--- src/rtl/mips_pkg.sv ---
// Shared MIPS definitions: HI/LO unit op encodings and multiply/divide FSM states.
package mips_pkg;

    typedef enum logic [1:0] {
        OpMult  = 2'b00,
        OpMultu = 2'b01,
        OpDiv   = 2'b10,
        OpDivu  = 2'b11
    } md_op_e;

    typedef enum logic [1:0] {
        StIdle = 2'b00,
        StCalc = 2'b01,
        StFix  = 2'b10
    } md_state_e;

    function automatic logic md_is_signed(input md_op_e o);
        return (o == OpMult) || (o == OpDiv);
    endfunction

    function automatic logic md_is_div(input md_op_e o);
        return (o == OpDiv) || (o == OpDivu);
    endfunction

endpackage

--- src/rtl/exe_muldiv.sv ---
// Iterative MIPS multiply/divide unit owning the HI/LO registers.
// One shift-add or restoring-subtract step per cycle on operand magnitudes, sign fix at the end.
module exe_muldiv
    import mips_pkg::*;
#(
    parameter int unsigned WIDTH = 32
) (
    input  logic             clock,
    input  logic             reset,
    input  logic             start,
    input  logic [1:0]       op,
    input  logic             cancel,
    input  logic [WIDTH-1:0] a,
    input  logic [WIDTH-1:0] b,
    input  logic             mthi,
    input  logic             mtlo,
    output logic             busy,
    output logic             done,
    output logic [WIDTH-1:0] hi,
    output logic [WIDTH-1:0] lo
);

    localparam int unsigned CntW = $clog2(WIDTH);
    localparam logic [CntW-1:0] CntLast = CntW'(WIDTH - 1);

    md_state_e        state_q, state_d;
    md_op_e           op_q, op_d;
    logic [CntW-1:0]  cnt_q, cnt_d;
    logic [WIDTH:0]   rem_q, rem_d;    // product high half / partial remainder
    logic [WIDTH-1:0] quo_q, quo_d;    // multiplier-and-product low half / dividend-and-quotient
    logic [WIDTH:0]   mag_b_q, mag_b_d;
    logic             neg_lo_q, neg_lo_d;
    logic             neg_hi_q, neg_hi_d;
    logic             div0_q, div0_d;
    logic [WIDTH-1:0] hi_q, hi_d;
    logic [WIDTH-1:0] lo_q, lo_d;
    logic             done_q, done_d;

    // Launch-time operand conditioning
    md_op_e           op_in;
    logic             sgn_in, a_neg, b_neg;
    logic [WIDTH:0]   mag_a, mag_b;

    assign op_in  = md_op_e'(op);
    assign sgn_in = md_is_signed(op_in);
    assign a_neg  = sgn_in & a[WIDTH-1];
    assign b_neg  = sgn_in & b[WIDTH-1];
    assign mag_a  = a_neg ? ({(WIDTH+1){1'b0}} - {1'b1, a}) : {1'b0, a};
    assign mag_b  = b_neg ? ({(WIDTH+1){1'b0}} - {1'b1, b}) : {1'b0, b};

    // Per-iteration datapath
    logic [WIDTH:0]   mul_sum;
    logic [WIDTH:0]   div_shift;
    logic [WIDTH+1:0] div_diff;
    logic             div_ge;

    assign mul_sum   = {1'b0, rem_q[WIDTH-1:0]} + (quo_q[0] ? mag_b_q : {(WIDTH+1){1'b0}});
    assign div_shift = {rem_q[WIDTH-1:0], quo_q[WIDTH-1]};
    assign div_diff  = {1'b0, div_shift} - {1'b0, mag_b_q};
    assign div_ge    = ~div_diff[WIDTH+1];

    // Final sign correction
    logic [2*WIDTH-1:0] prod_raw, prod_fix;
    logic [WIDTH-1:0]   quo_fix, rem_fix;

    assign prod_raw = {rem_q[WIDTH-1:0], quo_q};
    assign prod_fix = neg_lo_q ? ({(2*WIDTH){1'b0}} - prod_raw) : prod_raw;
    assign quo_fix  = div0_q ? {WIDTH{1'b1}}
                    : (neg_lo_q ? ({WIDTH{1'b0}} - quo_q) : quo_q);
    assign rem_fix  = neg_hi_q ? ({WIDTH{1'b0}} - rem_q[WIDTH-1:0]) : rem_q[WIDTH-1:0];

    always_comb begin
        state_d  = state_q;
        op_d     = op_q;
        cnt_d    = cnt_q;
        rem_d    = rem_q;
        quo_d    = quo_q;
        mag_b_d  = mag_b_q;
        neg_lo_d = neg_lo_q;
        neg_hi_d = neg_hi_q;
        div0_d   = div0_q;
        hi_d     = hi_q;
        lo_d     = lo_q;
        done_d   = 1'b0;

        unique case (state_q)
            StIdle: begin
                if (start) begin
                    // A coincident move is dropped; cancel suppresses the launch itself.
                    if (!cancel) begin
                        state_d  = StCalc;
                        op_d     = op_in;
                        cnt_d    = '0;
                        rem_d    = '0;
                        quo_d    = mag_a[WIDTH-1:0];
                        mag_b_d  = mag_b;
                        neg_lo_d = a_neg ^ b_neg;
                        neg_hi_d = md_is_div(op_in) & a_neg;
                        div0_d   = md_is_div(op_in) & (b == '0);
                    end
                end else begin
                    if (mthi) hi_d = a;
                    if (mtlo) lo_d = a;
                end
            end
            StCalc: begin
                if (cancel) begin
                    state_d = StIdle;
                end else begin
                    if (md_is_div(op_q)) begin
                        rem_d = div_ge ? div_diff[WIDTH:0] : div_shift;
                        quo_d = {quo_q[WIDTH-2:0], div_ge};
                    end else begin
                        rem_d = {1'b0, mul_sum[WIDTH:1]};
                        quo_d = {mul_sum[0], quo_q[WIDTH-1:1]};
                    end
                    cnt_d = cnt_q + 1'b1;
                    if (cnt_q == CntLast) state_d = StFix;
                end
            end
            StFix: begin
                state_d = StIdle;
                if (!cancel) begin
                    done_d = 1'b1;
                    if (md_is_div(op_q)) begin
                        hi_d = rem_fix;
                        lo_d = quo_fix;
                    end else begin
                        hi_d = prod_fix[2*WIDTH-1:WIDTH];
                        lo_d = prod_fix[WIDTH-1:0];
                    end
                end
            end
            default: state_d = StIdle;
        endcase
    end

    always_ff @(posedge clock or negedge reset) begin
        if (!reset) begin
            state_q  <= StIdle;
            op_q     <= OpMult;
            cnt_q    <= '0;
            rem_q    <= '0;
            quo_q    <= '0;
            mag_b_q  <= '0;
            neg_lo_q <= 1'b0;
            neg_hi_q <= 1'b0;
            div0_q   <= 1'b0;
            hi_q     <= '0;
            lo_q     <= '0;
            done_q   <= 1'b0;
        end else begin
            state_q  <= state_d;
            op_q     <= op_d;
            cnt_q    <= cnt_d;
            rem_q    <= rem_d;
            quo_q    <= quo_d;
            mag_b_q  <= mag_b_d;
            neg_lo_q <= neg_lo_d;
            neg_hi_q <= neg_hi_d;
            div0_q   <= div0_d;
            hi_q     <= hi_d;
            lo_q     <= lo_d;
            done_q   <= done_d;
        end
    end

    assign busy = (state_q != StIdle);
    assign done = done_q;
    assign hi   = hi_q;
    assign lo   = lo_q;

endmodule

--- config.mk ---
export PLATFORM = sky130hd
export DESIGN_NAME = exe_muldiv
export DESIGN_NICKNAME = d
export VERILOG_FILES = /design/src/rtl/mips_pkg.sv /design/src/rtl/exe_muldiv.sv
export SDC_FILE = /design/constraint.sdc
export NUM_CORES = 1
export LEC_CHECK = 0
export CORE_MARGIN = 2
export CORE_UTILIZATION = 50
export DETAILED_ROUTE_END_ITERATION = 12
export PLACE_DENSITY = 0.71
export SYNTH_ARGS = -nofsm -noshare
export SYNTH_HDL_FRONTEND = slang
export SYNTH_SLANG_ARGS = --single-unit
--- constraint.sdc ---
create_clock -name clock -period 5.51 [get_ports clock]
set_input_delay 0.8265 -clock clock [delete_from_list [all_inputs] [get_ports clock]]
set_output_delay 0.8265 -clock clock [all_outputs]
set_load 0.1 [all_outputs]
==> impl_results.md, run 1 <==
* Post-cts hold buffer count at 0
* Die Area at 29700 um2
* Post-synth EDFFs at 0
* Postcts setup bufs at 0
* Fillers at 2531
* Vias in the first global route at 12.8k
* Post-Synthesis Cell Area at 14200 um2
* FFs w/ async S/R, synth at 100%
* Antenna violations before repair at 0
* M1 GR Usage at 38.8%
* Final nets at 2002
* Htree depth at 4
* Area Growth Syn to Fin at 15.8%
* Synth warn at 0
* Routed wire length at 41700 um
* Largest net degree at the start of global routing at 85
* Post-synth top cells: 243 x nand2_1, 213 x o21ai_0, 173 x dfrtp_1
* Clock tree from TritonCTS: done
* Status: finished, final reports clean
* Worst Skew at 0.0118 ns
* Sequential fraction of the synthesis area at 30.6%
* Max Cap Viol at 0
* Worst skew pair latency at 0.44 ns
* GR peak layer: met2
* Pwr dens at 508 nW/um2
* Tmin final at 3.75 ns
* Avg WL per Cell at 18.6 um
* Max Fclk at 267 MHz
* Fin Setup TNS at 0 ns
* Syn Inst Count at 1782
* Post-cts resize count at 0
* Final hold violations at 0
* Hpwl dp at 31100 um
* Gpl congestion at 0.969
* Share of cells above drive strength 1 at 4.92%
* Worst Path Arrival at 4.11 ns
* Max-slew violation count at 0
* GRT overflow at 0
* Met3 global-route usage at 2.75%
* First-pass GRT wire length at 67200 um
* Via density at 5.99
* First-pass DRT Iterations at 5
* Cts bufs inserted at 17
* Most frequent cell after synthesis: nand2_1
* Core Rows at 61
* Flops & latches, synth at 173
* GRT Util Overall at 28.6%
* # diodes at 0
* Slew headroom at 21.3%
* Biggest area consumer among synthesized cells: dfrtp_1
* Crit path launch type: flip-flop
* Die W at 172 um
* Critical path peak fanout at 31
* Crit share post-route at 68.0%
* Starting DRC count in detailed routing at 1232
* Core Box Area at 27900 um2
* Hold Path Class: primary input to asynchronous set/reset pin
* Synth Area per Inst at 7.95 um2
* Reg clk slew, reported paths at 0.07 ns
* Endpoint class of the critical path: flip-flop
* Top-level port count at 138
* Antenna viol nets, final at 0
* Pleak at 6.93 nW
* Routed via count at 13.5k
* Unique cell type count in the Yosys netlist at 85
* Top FF cell, synth: dfrtp_1
* RSZ-0062 raised after global routing: no
* TritonCTS sink count at 173
* Worst-margin pin slew at 1.18 ns
* Synthesized net count at 1927
* Residual DRC at 0
* Pre-CTS setup slack at 1.74 ns
* Met2 usage at 47.6%
* Reg2reg start: quo_q[0]
* Max IR drop VDD at 286 uV
* Hold slack at 0.423 ns
* DIE HEIGHT at 172 um
* Crit. Startpoint: quo_q[0]
* Input/output buffers at 137
* Fin worst setup slack at 1.76 ns
* Worst path required time at 5.87 ns
* Max Buffers Root-to-Sink at 2
* Yosys top cell area share at 30.6%
* Final Util at 58.9%
* Clock root cell: clkbuf_16
* Setup-failing EPs final at 0
* Crit path kind: flip-flop to flip-flop
* Initial cell density of the core at 50.8%
* Ranking of synthesized cells by area: dfrtp_1 31%, o21ai_0 7.5%, xnor2_1 7.2%, nand2_1 6.4%, ha_1 6.3%
-- flip-flops by register name (all words and copies together) (netlist names) --
name,flops
mag_b_q,33
hi,32
lo,32
quo_q,32
rem_q,32
cnt_q,5
state_q,2
div0_q,1
done,1
neg_hi_q,1
neg_lo_q,1
op_q,1
-- report_power, final --
part           internal (W)  switching, W
registers           0.00157      0.000512
clock network      0.000769      0.000559
logic               0.00181       0.00311
-- stage by stage --
stage	cells	power, W	area (um2)
2_1_floorplan	1782	0.00572	14200
3_5_place_dp	2216	0.00692	15800
5_1_grt	2247	0.00888	16400
3_3_place_gp	2216	0.00686	15800
4_1_cts	2247	0.00827	16400
6_report	2247	0.00833	16400
-- path summary, 6_finish.rpt --
kind | depth (start not counted) | end | slack (ns)
setup / recovery | 13 | rem_q[28] | 1.76
hold / removal | 1 | lo[2] | 0.42
setup reg to reg | 13 | rem_q[28] | 1.76
hold reg to reg | 2 | lo[23] | 0.48
max in group asynchronous | 2 | op_q[1] | 3.92
min in group clock | 2 | lo[23] | 0.48
-- worst max-delay path, stage by stage (launching register included) --
cell and delay, ns:
dfrtp_1 0.47, inv_1 0.13, buf_4 0.34, nor2_1 0.10
ha_1 0.36, a21oi_1 0.08, nor2b_1 0.14, o311a_1 0.21
a2bb2oi_1 0.50, a211oi_2 0.22, o311ai_0 0.48, xor2_1 0.31
o221ai_1 0.15, o21ai_1 0.16
-- layout by cell type (no fill, tap or decap), types with 16 or more instances in the layout --
cell type,netlist,final
nand2_1,243,243
o21ai_0,213,213
dfrtp_1,173,172
nor2_1,160,160
clkdlybuf4s50_1,0,136
xnor2_1,117,117
a21oi_1,107,107
ha_1,71,71
inv_1,58,58
xor2_1,53,53
mux2i_1,49,49
nand3_1,31,31
o22ai_1,31,31
o31ai_1,27,27
or3_1,24,24
a21o_1,23,23
nor3_1,22,22
a31oi_1,19,19
o21ai_1,19,18
clkbuf_16,0,17
buf_4,1,16
-- logic make-up after synthesis --
logic type	synth area share (%)
simple gates	19.3
compound gates	25.0
flops	30.6
xor+xnor	10.5
buf+inv	4.45
fa+ha+maj	6.55
mux	3.62
-- metal layers --
layer / vias up / share of wire, %
li1: 6518 / -
met1: 6333 / 45
met2: 523 / 47
met3: 83 / 5.9
met4: 0 / 2.6
met5: - / 0
-- final cells by class --
class	instances	area (um2)	share of cell area, %
repair buffers	154	1510	9.23
clock buffers	17	425	2.59
multi-input cells	1451	9230	56.3
flip-flops and latches	173	4330	26.4
inverters	60	225	1.37
clock inverters	14	204	1.24
well taps	378	473	2.88
Power figures use the tool's default switching activity.
==> run 2, diff against run 1 <==
clock period = 3.9 ns   (was 5.51 ns; I/O delays follow)
==> impl_results.md, run 2 (same netlist as run 1, synthesis figures left out) <==
* Status: finished, final reports clean
* Worst skew pair latency at 0.45 ns (about the same)
* Critical path's slowest cell: dfrtp_1
* Postcts setup bufs at 0 (unchanged)
* DIE HEIGHT at 172 um (unchanged)
* Max Buffers Root-to-Sink at 2 (unchanged)
* Hpwl dp at 31900 um (+2.3%)
* Seq pwr share at 23.6% (-1.4 points)
* Final nets at 2035 (+1.6%)
* Max IR drop VDD at 351 uV (+23%)
* Crit share post-route at 93.2% (+25 points)
* Worst Path Arrival at 3.98 ns (-0.13 ns)
* Fin Setup TNS at 0 ns (unchanged)
* First-pass DRT Iterations at 5 (unchanged)
* First-pass GRT wire length at 66500 um (-1.2%)
* Clock tree from TritonCTS: done
* Largest Register: mag_b_q
* Input/output buffers at 137 (unchanged)
* Residual DRC at 0 (unchanged)
* P_int at 0.00580 W (+40%)
* Setup-failing EPs final at 0 (unchanged)
* TritonCTS sink count at 173 (unchanged)
* Pleak at 7.07 nW (+2.0%)
* Crit path launch type: flip-flop
* RSZ-0062 raised after global routing: no
* Share of cells above drive strength 1 at 6.57% (+1.6 points)
* Pwr dens at 712 nW/um2 (+40%)
* Final hold violations at 0 (unchanged)
* Core Rows at 61 (unchanged)
* Max-slew violation count at 0 (unchanged)
* Avg WL per Cell at 18.3 um (-1.1%)
* Htree depth at 4 (unchanged)
* Post-cts resize count at 0 (unchanged)
* Tmin final at 3.64 ns (-0.112 ns)
* Die Area at 29700 um2 (unchanged)
* GRT Util Overall at 28.4% (-0.16 points)
* Slowest stage delay, CP at 0.46 ns (-0.04 ns)
* Max reg flops at 33 (unchanged)
* Antenna viol nets, final at 0 (unchanged)
* Area Growth Syn to Fin at 17.2%
* Worst path required time at 4.24 ns (-1.63 ns)
* Most frequent cells in the layout: 243 x nand2_1, 213 x o21ai_0, 172 x dfrtp_1
* Reg clk slew, reported paths at 0.08 ns (about the same)
* Max Fclk at 275 MHz (+3.1%)
* Crit-path cells: inv_1 -> buf_4 -> nor2_1 -> ha_1 -> and3_1 -> nand3_1 -> nor3_1 -> a211oi_2 -> o21ba_2 -> o31ai_1 -> mux2_2 -> o31ai_1
* Via density at 5.98 (-0.21%)
* Crit path kind: flip-flop to flip-flop
* Net switching power at 0.00602 W (+44%)
* Commonest non-fill, non-tap cell in the layout: nand2_1
* Critical path peak fanout at 25 (-19%)
* Hold Path Class: primary input to asynchronous set/reset pin
* Comb pwr share at 62.3% (+3.3 points)
* Fillers at 2587 (+2.2%)
* Top-level port count at 138 (unchanged)
* Initial cell density of the core at 50.8% (unchanged)
* Most used cell, CP: o31ai_1
* Worst Skew at 0.0140 ns (+0.00215 ns)
* Worst-margin pin slew at 0.995 ns (-0.181 ns)
* Slew headroom at 33.5% (+12 points)
* Routed wire length at 41900 um (+0.37%)
* Design area at 16600 um2 (+1.3%)
* Die W at 172 um (unchanged)
* Routed via count at 13.6k (+1.3%)
* Gpl congestion at 0.942 (-2.7%)
* Starting DRC count in detailed routing at 1045 (-15%)
* Switch share at 50.9% (+0.74 points)
* Core Box Area at 27900 um2 (unchanged)
* GRT overflow at 0 (unchanged)
* Max Cap Viol at 0 (unchanged)
* Endpoint class of the critical path: flip-flop
* Largest net degree at the start of global routing at 74 (-13%)
* Clock root cell: clkbuf_16
* Vias in the first global route at 12.7k (-0.82%)
* Antenna violations before repair at 0 (unchanged)
* Post-cts hold buffer count at 0 (unchanged)
* Clk pwr share at 14.0% (-1.9 points)
* Cts bufs inserted at 17 (unchanged)
* # diodes at 0 (unchanged)
* Area post-placement at 16100 um2 (+1.8%)
-- run 2: path summary, 6_finish.rpt --
kind,from,endpoint,slack [ns],cells past startpoint
min in group clock,lo[18],lo[18],0.48,2
worst max register to register,quo_q[0],rem_q[26],0.26,12
worst min register to register,lo[18],lo[18],0.48,2
max in group asynchronous,reset,mag_b_q[26],2.76,2
worst min-delay path,reset,lo[5],0.15,1
worst max-delay path,quo_q[0],rem_q[26],0.26,12
-- run 2: power groups by stage --
stage / Combinational (W) / Clock [W] / Sequential [W]
6_report: 0.00737 / 0.00166 / 0.00279
5_1_grt: 0.00797 / 0.00175 / 0.00285
4_1_cts: 0.00726 / 0.00168 / 0.00277
3_5_place_dp: 0.00723 / 0 / 0.00281
3_3_place_gp: 0.00714 / 0 / 0.00279
2_1_floorplan: 0.00447 / 0 / 0.00361
-- run 2: layer usage --
metal / up-vias / global-route usage (%) / routed length (um)
met4: 0 / 9.21 / 1060
met1: 6454 / 38.1 / 18500
met2: 492 / 47.1 / 19500
met5: - / 0 / 0
met3: 79 / 4.28 / 2860
li1: 6607 / - / -
-- run 2: critical path, delay by kind of cell (launching register included) --
kind            cells  cell delay (ns)
flops               1             0.46
compound gates      4             0.90
simple gates        4             0.74
mux                 1             0.37
buf+inv             2             0.65
fa+ha+maj           1             0.42
-- run 2: layout make-up --
type | count | area [um2] | area share [%]
timing repair buffer | 187 | 1800 | 10.8
inverter | 60 | 225 | 1.36
clock buffer | 18 | 429 | 2.58
clock inverter | 14 | 121 | 0.731
sequential | 173 | 4330 | 26.1
tap | 378 | 473 | 2.85
multi-input combinational | 1451 | 9230 | 55.6
-- run 2: stage by stage --
stage	std cells	hold WS (ns)	total power (W)	util (%)	setup WS [ns]
global route	2281	0.212	0.0126	59.6	0.0423
detailed placement	2249	0.469	0.0100	57.6	0.318
floorplan	1782	0.289	0.00808	-	0.672
finish	2281	0.154	0.0118	59.6	0.264
CTS	2281	0.188	0.0117	59.6	0.300
global placement	2249	0.459	0.00993	57.6	0.428
==> run 3, diff against run 2 <==
GPL_ROUTABILITY_DRIVEN = 0   (was default)
==> impl_results.md, run 3 (same netlist as run 1, synthesis figures left out) <==
* Status: finished, final reports clean
* Htree depth at 4 (unchanged)
* Final hold violations at 0 (unchanged)
* Post-cts hold buffer count at 0 (unchanged)
* Pleak at 7.12 nW (+0.63%)
* Cts bufs inserted at 17 (unchanged)
* Reg2reg start: quo_q[0]
* Area post-placement at 16100 um2 (unchanged)
* Antenna violations before repair at 0 (unchanged)
* Vias in the first global route at 13.0k (+2.2%)
* Placed Cells at 2249 (unchanged)
* Crit share post-route at 93.5% (+0.32 points)
* Routed via count at 13.6k (-0.037%)
* Fin Setup TNS at 0 ns (unchanged)
* Max-slew violation count at 0 (unchanged)
* Design area at 16700 um2 (+0.47%)
* Largest Register: mag_b_q
* First-pass GRT wire length at 66500 um (about the same)
* Via density at 5.98 (about the same)
* Most frequent cells in the layout: 243 x nand2_1, 213 x o21ai_0, 172 x dfrtp_1
* Area Growth Syn to Fin at 17.8%
* Clock tree from TritonCTS: done
* Crit path kind: flip-flop to flip-flop
* Residual DRC at 0 (unchanged)
* Max Buffers Root-to-Sink at 2 (unchanged)
* RSZ-0062 raised after global routing: no
* Worst-margin pin slew at 0.989 ns (-0.00603 ns)
* R2R cell count at 12 (unchanged)
* Share of cells above drive strength 1 at 6.57% (about the same)
* GRT overflow at 0 (unchanged)
* Avg WL per Cell at 18.1 um (-1.2%)
* Core Rows at 61 (unchanged)
* Top-level port count at 138 (unchanged)
* Pwr dens at 721 nW/um2 (+1.2%)
* Max Cap Viol at 0 (unchanged)
* Commonest non-fill, non-tap cell in the layout: nand2_1
* Tmin final at 3.65 ns (+0.0123 ns)
* Hpwl dp at 31500 um (-1.0%)
* Critical path's slowest cell: dfrtp_1
* Hold Path Class: primary input to asynchronous set/reset pin
* Crit. Startpoint: quo_q[0]
* Total power at 0.0120 W (+1.7%)
* DIE HEIGHT at 172 um (unchanged)
* Post-cts resize count at 0 (unchanged)
* Reg clk slew, reported paths at 0.07 ns (about the same)
* Die Area at 29700 um2 (unchanged)
* Crit-path cells: inv_1 -> buf_4 -> nor2_1 -> ha_1 -> and3_1 -> nand3_1 -> a2bb2oi_1 -> o2111ai_1 -> a41o_1 -> a311oi_1 -> xnor2_1 -> a221o_1
* Max reg flops at 33 (unchanged)
* Endpoint class of the critical path: flip-flop
* Max IR drop VDD at 330 uV (-6.0%)
* Worst path required time at 4.21 ns (-0.03 ns)
* First-pass DRT Iterations at 6 (+1)
* TritonCTS sink count at 173 (unchanged)
* Setup-failing EPs final at 0 (unchanged)
* Clock root cell: clkbuf_16
* Critical path peak fanout at 25 (unchanged)
* Antenna viol nets, final at 0 (unchanged)
* Largest net degree at the start of global routing at 78 (+5.4%)
* Routed wire length at 41300 um (-1.3%)
* GRT Util Overall at 28.2% (-0.24 points)
* Crit path launch type: flip-flop
* Die W at 172 um (unchanged)
* Slew headroom at 33.9% (+0.40 points)
* Max Fclk at 274 MHz (-0.34%)
* Input/output buffers at 137 (unchanged)
* Worst Skew at 0.0133 ns (-0.000672 ns)
* Core Box Area at 27900 um2 (unchanged)
* Initial cell density of the core at 50.8% (unchanged)
* Final nets at 2035 (unchanged)
* Worst Path Arrival at 3.95 ns (-0.03 ns)
* Worst skew pair latency at 0.43 ns (-0.02 ns)
* Slowest stage delay, CP at 0.45 ns (about the same)
* Post-Layout Cell Count at 2280 (-0.044%)
* Starting DRC count in detailed routing at 1023 (-2.1%)
* # diodes at 0 (unchanged)
* Postcts setup bufs at 0 (unchanged)
## run 3: worst paths after layout
path                               end  slack [ns]
max in group asynchronous  mag_b_q[24]        2.80
setup reg to reg             rem_q[27]        0.25
setup / recovery             rem_q[27]        0.25
min in group clock              lo[23]        0.48
hold reg to reg                 lo[23]        0.48
hold / removal                   lo[5]        0.10
## run 3: metal layers
metal  global-route usage, %  vias to the layer above  routed length (um)
met5                       0                        -                   0
met2                    46.8                      534               19100
met4                    10.2                        0                1220
li1                        -                     6596                   -
met3                    3.20                       91                2810
met1                    38.0                     6406               18200
## run 3: critical path, delay by kind of cell, from the launching register on
kind,cells,cell delay (ns)
AO/OA/AOI/OAI,5,1.41
buffers and inverters,2,0.67
AND/OR/NAND/NOR,3,0.48
flip-flops,1,0.45
adder cells (fa/ha/maj),1,0.38
XOR/XNOR,1,0.10
## run 3: area by class of cell
class / count / area, um2
timing repair buffer: 187 / 1800
fill: 2516 / 11200
tap: 378 / 473
multi-input combinational: 1451 / 9230
inverter: 60 / 225
clock buffer: 17 / 425
clock inverter: 14 / 204
sequential: 173 / 4330
## run 3: stage by stage
stage	setup slack, ns	utilization (%)	hold slack [ns]
floorplan	0.672	-	0.289
global route	0.0416	59.9	0.145
detailed placement	0.311	57.6	0.470
finish	0.252	59.9	0.103
CTS	0.300	59.9	0.128
global placement	0.427	57.6	0.463
## run 3: power breakdown
group / switching, W / internal [W] / total, W
Sequential: 0.000585 / 0.00223 / 0.00281
Clock: 0.000788 / 0.00109 / 0.00187
Combinational: 0.00459 / 0.00275 / 0.00733
Total: 0.00596 / 0.00606 / 0.0120
